$ cat src/rtl/spi_reg_pkg.sv
`default_nettype none
// ============================================================================
// Module   : spi_reg_pkg
// Purpose  : Frame layout and FSM state encoding for the 24-bit SPI
//            register protocol. The same layout is used by the master and by
//            the register target.
// Ports    : none (package)
// Revision : 1.0  initial release
// ============================================================================
package spi_reg_pkg;

  // Frame layout: [23] R/nW (1 = read), [22:16] address, [15:0] data.
  localparam int FRAME_W  = 24;
  localparam int RW_BIT   = 23;
  localparam int ADDR_MSB = 22;
  localparam int ADDR_LSB = 16;
  localparam int DATA_MSB = 15;
  localparam int DATA_LSB = 0;

  typedef enum logic [1:0] {
    IDLE = 2'd0,
    HDR  = 2'd1,
    DATA = 2'd2,
    DONE = 2'd3
  } spi_state_t;

endpackage
`default_nettype wire

$ cat src/rtl/spi_slave_regbank.sv
`default_nettype none
// ============================================================================
// Module   : spi_slave_regbank
// Purpose  : Shadow and active register banks for the SPI register target.
//            A serial write lands in the shadow bank. io_update copies the
//            whole shadow bank into the active bank. A write that completes
//            on the same edge as io_update is forwarded into the active bank.
// Ports    : sclk, n_rst        clock / async active-low reset
//            we, waddr, wdata   shadow write port
//            raddr, rdata       combinational shadow read (0 if out of range)
//            io_update          shadow -> active copy strobe
//            active_regs        flattened active bank, reg k at [k*DATA_W +: DATA_W]
// Revision : 1.0  initial release
// ============================================================================
module spi_slave_regbank #(
  parameter int ADDR_W   = 7,
  parameter int DATA_W   = 16,
  parameter int NUM_REGS = 8
) (
  input  logic                       sclk,
  input  logic                       n_rst,
  input  logic                       we,
  input  logic [ADDR_W-1:0]          waddr,
  input  logic [DATA_W-1:0]          wdata,
  input  logic [ADDR_W-1:0]          raddr,
  output logic [DATA_W-1:0]          rdata,
  input  logic                       io_update,
  output logic [NUM_REGS*DATA_W-1:0] active_regs
);

  logic [NUM_REGS*DATA_W-1:0] shadow_flat;

  for (genvar k = 0; k < NUM_REGS; k++) begin : g_reg
    logic              hit;
    logic [DATA_W-1:0] shadow_q;
    logic [DATA_W-1:0] active_q;

    assign hit = we && (32'(waddr) == k);

    always_ff @(posedge sclk or negedge n_rst) begin
      if (!n_rst) begin
        shadow_q <= '0;
        active_q <= '0;
      end else begin
        if (hit) begin
          shadow_q <= wdata;
        end
        // Forward a same-edge write so io_update never publishes stale data.
        if (io_update) begin
          active_q <= hit ? wdata : shadow_q;
        end
      end
    end

    assign shadow_flat[k*DATA_W +: DATA_W] = shadow_q;
    assign active_regs[k*DATA_W +: DATA_W] = active_q;
  end

  // An out-of-range address matches no entry and reads back as zero.
  always_comb begin
    rdata = '0;
    for (int k = 0; k < NUM_REGS; k++) begin
      if (32'(raddr) == k) begin
        rdata = shadow_flat[k*DATA_W +: DATA_W];
      end
    end
  end

endmodule
`default_nettype wire

$ cat src/rtl/spi_slave_reg.sv
`default_nettype none
// ============================================================================
// Module   : spi_slave_reg
// Purpose  : SPI register target. Deserializes 24-bit MOSI frames
//            (R/nW, address, data). Writes go to a shadow bank. Reads are
//            served on MISO, and io_update publishes shadow to active.
// Ports    : sclk         only clock (rise samples mosi, fall drives miso)
//            n_rst        async active-low reset
//            n_cs         frame select, active low
//            mosi / miso  serial data, MSB first
//            io_update    shadow -> active copy
//            active_regs  active bank, reg k at [k*DATA_W +: DATA_W]
//            wr_strobe    1-cycle pulse on completed shadow write
//            wr_addr      address of last completed write
//            addr_err     1-cycle pulse: completed frame out of range
//            frame_err    1-cycle pulse: short frame abort or extra bits
// Revision : 1.0  initial release
// ============================================================================
module spi_slave_reg
  import spi_reg_pkg::*;
#(
  parameter int ADDR_W   = ADDR_MSB - ADDR_LSB + 1,
  parameter int DATA_W   = DATA_MSB - DATA_LSB + 1,
  parameter int NUM_REGS = 8
) (
  input  logic                       sclk,
  input  logic                       n_rst,
  input  logic                       n_cs,
  input  logic                       mosi,
  output logic                       miso,
  input  logic                       io_update,
  output logic [NUM_REGS*DATA_W-1:0] active_regs,
  output logic                       wr_strobe,
  output logic [ADDR_W-1:0]          wr_addr,
  output logic                       addr_err,
  output logic                       frame_err
);

  localparam int FRM_W = 1 + ADDR_W + DATA_W;
  localparam int HDR_W = 1 + ADDR_W;
  // Only the bits still needed at the header or final edge are kept.
  localparam int SH_W  = ((HDR_W > DATA_W) ? HDR_W : DATA_W) - 1;
  localparam int CNT_W = $clog2(FRM_W + 2);

  localparam logic [CNT_W-1:0] CNT_HDR_LAST = CNT_W'(HDR_W - 1);
  localparam logic [CNT_W-1:0] CNT_FRM_LAST = CNT_W'(FRM_W - 1);
  localparam logic [CNT_W-1:0] CNT_FULL     = CNT_W'(FRM_W);
  localparam logic [CNT_W-1:0] CNT_SAT      = CNT_W'(FRM_W + 1);

  spi_state_t        state, state_nxt;
  logic [CNT_W-1:0]  cnt;        // bits seen in the current frame
  logic [SH_W-1:0]   shreg;
  logic [HDR_W-1:0]  hdr_word;
  logic [DATA_W-1:0] data_word;
  logic [ADDR_W-1:0] addr_q;
  logic              is_read;
  logic [DATA_W-1:0] rd_sr;
  logic [DATA_W-1:0] rd_data;
  logic              bit_en, hdr_last, frm_last, abort, extra;
  logic              in_range, wr_fire, aerr_fire, ferr_fire;

  // Header and data words include the bit arriving on this edge.
  assign hdr_word  = {shreg[HDR_W-2:0], mosi};
  assign data_word = {shreg[DATA_W-2:0], mosi};
  assign in_range  = 32'(addr_q) < NUM_REGS;

  always_ff @(posedge sclk or negedge n_rst) begin
    if (!n_rst) begin
      state <= IDLE;
    end else begin
      state <= state_nxt;
    end
  end

  always_comb begin
    state_nxt = state;
    bit_en    = !n_cs && (state != DONE);
    hdr_last  = bit_en && (cnt == CNT_HDR_LAST);
    frm_last  = bit_en && (cnt == CNT_FRM_LAST);
    abort     = n_cs && ((state == HDR) || (state == DATA));
    // Only the first surplus bit is flagged. After it the counter sits at saturation.
    extra     = !n_cs && (state == DONE) && (cnt == CNT_FULL);
    case (state)
      IDLE: if (!n_cs) state_nxt = HDR;
      HDR:  if (n_cs) state_nxt = IDLE; else if (hdr_last) state_nxt = DATA;
      DATA: if (n_cs) state_nxt = IDLE; else if (frm_last) state_nxt = DONE;
      DONE: if (n_cs) state_nxt = IDLE;
      default: state_nxt = IDLE;
    endcase
  end

  assign wr_fire   = frm_last && !is_read && in_range;
  assign aerr_fire = frm_last && !in_range;
  assign ferr_fire = abort || extra;

  always_ff @(posedge sclk or negedge n_rst) begin
    if (!n_rst) begin
      cnt       <= '0;
      shreg     <= '0;
      addr_q    <= '0;
      is_read   <= 1'b0;
      rd_sr     <= '0;
      wr_strobe <= 1'b0;
      wr_addr   <= '0;
      addr_err  <= 1'b0;
      frame_err <= 1'b0;
    end else begin
      wr_strobe <= wr_fire;
      addr_err  <= aerr_fire;
      frame_err <= ferr_fire;
      if (n_cs) begin
        cnt <= '0;
      end else if (cnt != CNT_SAT) begin
        cnt <= cnt + CNT_W'(1);
      end
      if (bit_en) begin
        shreg <= {shreg[SH_W-2:0], mosi};
      end
      if (hdr_last) begin
        is_read <= hdr_word[HDR_W-1];
        addr_q  <= hdr_word[ADDR_W-1:0];
        rd_sr   <= rd_data;
      end else if (state == DATA) begin
        // Pre-shift so the next falling edge presents the following bit.
        rd_sr <= rd_sr << 1;
      end
      if (wr_fire) begin
        wr_addr <= addr_q;
      end
    end
  end

  // Falling-edge driver gives the master a full half-cycle of setup.
  always_ff @(negedge sclk or negedge n_rst) begin
    if (!n_rst) begin
      miso <= 1'b0;
    end else begin
      miso <= ((state == DATA) && is_read) ? rd_sr[DATA_W-1] : 1'b0;
    end
  end

  spi_slave_regbank #(
    .ADDR_W   (ADDR_W),
    .DATA_W   (DATA_W),
    .NUM_REGS (NUM_REGS)
  ) u_regbank (
    .sclk        (sclk),
    .n_rst       (n_rst),
    .we          (wr_fire),
    .waddr       (addr_q),
    .wdata       (data_word),
    .raddr       (hdr_word[ADDR_W-1:0]),
    .rdata       (rd_data),
    .io_update   (io_update),
    .active_regs (active_regs)
  );

endmodule
`default_nettype wire

$ cat config.mk
export PLATFORM = sky130hd
export DESIGN_NAME = spi_slave_reg
export DESIGN_NICKNAME = d
export VERILOG_FILES = /design/src/rtl/spi_reg_pkg.sv /design/src/rtl/spi_slave_regbank.sv /design/src/rtl/spi_slave_reg.sv
export SDC_FILE = /design/constraint.sdc
export NUM_CORES = 1
export LEC_CHECK = 0
export CAP_MARGIN = 30
export CORE_ASPECT_RATIO = 1.1
export CORE_MARGIN = 10
export CORE_UTILIZATION = 48
export DETAILED_ROUTE_END_ITERATION = 10
export PLACE_DENSITY = 0.69
export SYNTH_ARGS = -nofsm -noshare
export SYNTH_HDL_FRONTEND = slang
export SYNTH_SLANG_ARGS = --single-unit
$ cat constraint.sdc
create_clock -name sclk -period 5.5 [get_ports sclk]
set_clock_uncertainty 0.2 [all_clocks]
set_input_delay 1.375 -clock sclk [delete_from_list [all_inputs] [get_ports sclk]]
set_output_delay 1.375 -clock sclk [all_outputs]
set_load 0.05 [all_outputs]
# ---- Word level (Yosys, flattened, before mapping)
# Index checks and enable logic that the tools add are counted.
dict set report op_classes {
  n_addsub 1
  n_lt_le_gt_ge 1
  n_eq_ne 26
  muxes 28
  n_reduce_logical 29
}
# cell count
set ops {}
lappend ops {{2-to-1 mux 16 bit} 18}
lappend ops {{== test 7 x 3 -> 1 bit (second input constant)} 8}
lappend ops {{== test 7 x 2 -> 1 bit (second input constant)} 4}
lappend ops {{logical AND 1 bit} 18}
lappend ops {{== test 7 x 1 -> 1 bit (second input constant)} 2}
lappend ops {{zero test 7 bit} 2}
lappend ops {{2-to-1 mux 2 bit} 6}
lappend ops {{== test 5 bit (second input constant)} 2}
lappend ops {{2-to-1 mux 5 bit} 2}
lappend ops {{one-hot mux 2 bit (4 select lines)} 1}
lappend ops {{less-than comparator 7 x 4 -> 1 bit (second input constant)} 1}
lappend ops {{!= test 2 bit (second input constant)} 3}
lappend ops {{!= test 3 bit (second input constant)} 2}
lappend ops {{adder 5 x 1 -> 5 bit (second input constant)} 1}
lappend ops {{== test 5 x 3 -> 1 bit (second input constant)} 1}
lappend ops {{!= test 5 bit (second input constant)} 1}
lappend ops {{== test 2 bit (second input constant)} 2}
lappend ops {{AND reduction 4 bit} 1}
lappend ops {{nonzero test 2 bit} 2}
lappend ops {{zero test 1 bit} 3}
lappend ops {{== test 2 x 1 -> 1 bit (second input constant)} 1}
lappend ops {{zero test 2 bit} 1}
lappend ops {{logical OR 1 bit} 2}
lappend ops {{2-to-1 mux 1 bit} 1}
dict set report totals {
  regBits 313
  in_bits 5
  elab_cells 112
}

# ---- Longest topological paths before layout
dict set report logic_depth {
  word_depth 10
  mapped_depth 8
  depth_no_buf 6
}

# ---- Cells and area by module
# A second synthesis with hierarchy kept.
dict set report hier_totals {
  cells_unflattened 915
  hier_area_um2 13252.7
}
# module n_inst cells_per_inst area_each_um2
set by_module_without_submodules {}
lappend by_module_without_submodules {spi_slave_regbank 1 722 10777.8}
lappend by_module_without_submodules {spi_slave_reg 1 193 2474.9}

==> metrics <==
initial DRC count 693; Crit Path Max Fanout 1; H-Tree Depth 1; Gates resized, CTS repair 0; Crit. End Element output pin; slowest stage cell on the critical path dfrtn_1; crit path DAT 3.87 ns; Synth Register Bits 313; GRT Resource Usage Total 18.1%; drt drc 0; multi-input logic area 5350 µm²; GRT overflow 0; WL final 32,500 µm; Hold Crit Start u_regbank.g_reg[4].active_q[1]; I/O Buffers 143; Ports 144; nets 1,132; family with the most delay on the worst path flip-flops; max-cap violations 0; post-synth cell types 53; most common cell in the netlist dfrtp_1; ratio of cells with drive above 1 in the final layout 31.4%; Starting Density 48.7%; top-area cell type share of the netlist area 57.7%; Die X 180 µm; WP buf/inv 1; Reg area 7830 µm²; Post-synth top cells 312 x dfrtp_1, 221 x mux2_2, 75 x nand2_1; Setup Crit Path Kind flip-flop to output pin; antenna fix cells 0; setup_tns 0 ns; r2r startpoint state[0]; Hold Vio Cnt, Final 0; Synth Flop Type dfrtp_1; post-synthesis cell area 13,500 µm²; die span in y 196 µm; final setup fails 0; placer congestion estimate 0.813; Syn Inst Count 999; Post-Syn Nets 1,011; CTS tree built; Final Max Slew Viols 0; reg2reg setup slack 1.27 ns; postcts setup bufs 0; syn avg cell area 13.6 µm²; full die area 35,300 µm²; Num CTS Buffers 30; top cells by area, synth dfrtp_1 58%, mux2_2 18%, mux2_4 5.2%; CTS sink count 313; largest net degree at the start of global routing 71; RR Endpoint miso; first-pass GRT wire length 52,100 µm; Post-synth EDFFs 0; sequential share of the synthesized area 57.8%; Final Util 58.5%; worst min path class flip-flop to flip-flop; worst hold endpoint u_regbank.g_reg[4].active_q[1]; Wirelength per Cell 21.6 µm; Synth async-reset ratio 100%; Rows 64; dpl hpwl 22,000 µm; Area Growth Syn to Fin 20.1%; DRT antenna net count 0; drt first pass iters 5; PwrDens 318 nW/µm²; hold_buf cts 0; filler cell count 2,176; CP startpoint kind flip-flop; slew margin rel. 29.9%; Worst-Skew Late Latency 0.56 ns; Placeable Area 27,800 µm²; worst path required time 3.92 ns; dominant cell type by area after synthesis dfrtp_1; Hold Path Depth 1; Lkg Pwr 7.93 nW; clock-pin slew on the worst setup and hold paths 0.06 ns; DR vias/cell 5.59; number of global-route vias before repair 8,830; Worst-Margin Slew 1.05 ns; RSZ-0062 raised after global routing no; Slowest Stage Delay on Critical Path 0.43 ns; Vias 8,403; status finished, final reports clean; cells along the critical path buf_12; initial antenna violation count 0; depth of the worst register-to-register path 4; Root Buffer clkbuf_16; CTS Buffer Depth 3; Peak VDD IR 0.000230 V; Syn. warnings 0
per-stage QoR:
stage	hold WS, ns	worst slack (ns)	total power, W	instance area (µm²)	std cells
after floorplan	0.277	0.524	0.00295	13500	999
after global placement	0.285	0.618	0.00316	15200	1448
after detailed placement	0.289	0.617	0.00317	15300	1450
after CTS	0.308	0.0366	0.00521	16200	1502
after global routing	0.321	0.0351	0.00536	16300	1503
final	0.303	0.0540	0.00517	16300	1503
cells in the final DEF, fill, tap and decap left out, types with 15 or more instances in the layout:
cell type          n
buf_4             18
a21oi_1           15
dfrtp_1          311
nor2_1            45
clkbuf_16         30
o21ai_0           33
clkdlybuf4s50_1  139
mux2_4            47
mux2i_1           20
nand2_1           75
o22ai_1           23
mux2_2           221
metal layers:
layer,vias up,GRT usage (%),share of wire [%]
met3,41,3.77,6.1
met5,-,0,0
met4,0,4.47,1.8
met1,4349,25.0,46
met2,228,28.5,46
li1,3785,-,-
state kept, by name, indices dropped and copies added (netlist names):
register,count
frame_err,1
u_regbank.g.shadow_q,128
wr_addr,7
wr_strobe,1
cnt,5
state,2
addr_q,7
shreg,15
is_read,1
rd_sr,16
addr_err,1
miso,1
u_regbank.g.active_q,128
where the power goes:
group	leakage, nW	switching (W)	internal, W
combinational	3.14	0.000318	0.000206
sequential	4.32	0.000210	0.00241
clock	0.467	0.000870	0.00116
area by class of cell:
cell class / count / area share [%]
sequential: 313 / 48.2
multi-input combinational: 605 / 32.9
timing repair buffer: 164 / 10.2
clock buffer: 39 / 4.89
tap: 363 / 2.79
clock inverter: 13 / 0.969
inverter: 6 / 0.138
worst max path at each step:
stage / from / endpoint / slack [ns] / cells past startpoint
3_5_place_dp: miso / miso / 0.62 / 1
4_1_cts: miso / miso / 0.04 / 1
2_1_floorplan: miso / miso / 0.52 / 0
5_1_grt: miso / miso / 0.04 / 1
6_report: miso / miso / 0.05 / 1
3_3_place_gp: miso / miso / 0.62 / 1
logic make-up (layout without fill, tap and decap cells):
kind of cell / Yosys count / count (layout) / synth area share [%]
flops: 313 / 313 / 57.8
mux: 300 / 300 / 26.4
simple gates: 178 / 178 / 6.71
compound gates: 116 / 116 / 5.47
buf+inv: 81 / 222 / 2.67
fa+ha+maj: 7 / 7 / 0.647
xor+xnor: 4 / 4 / 0.259
No activity file was read; power rests on OpenSTA's default activity.
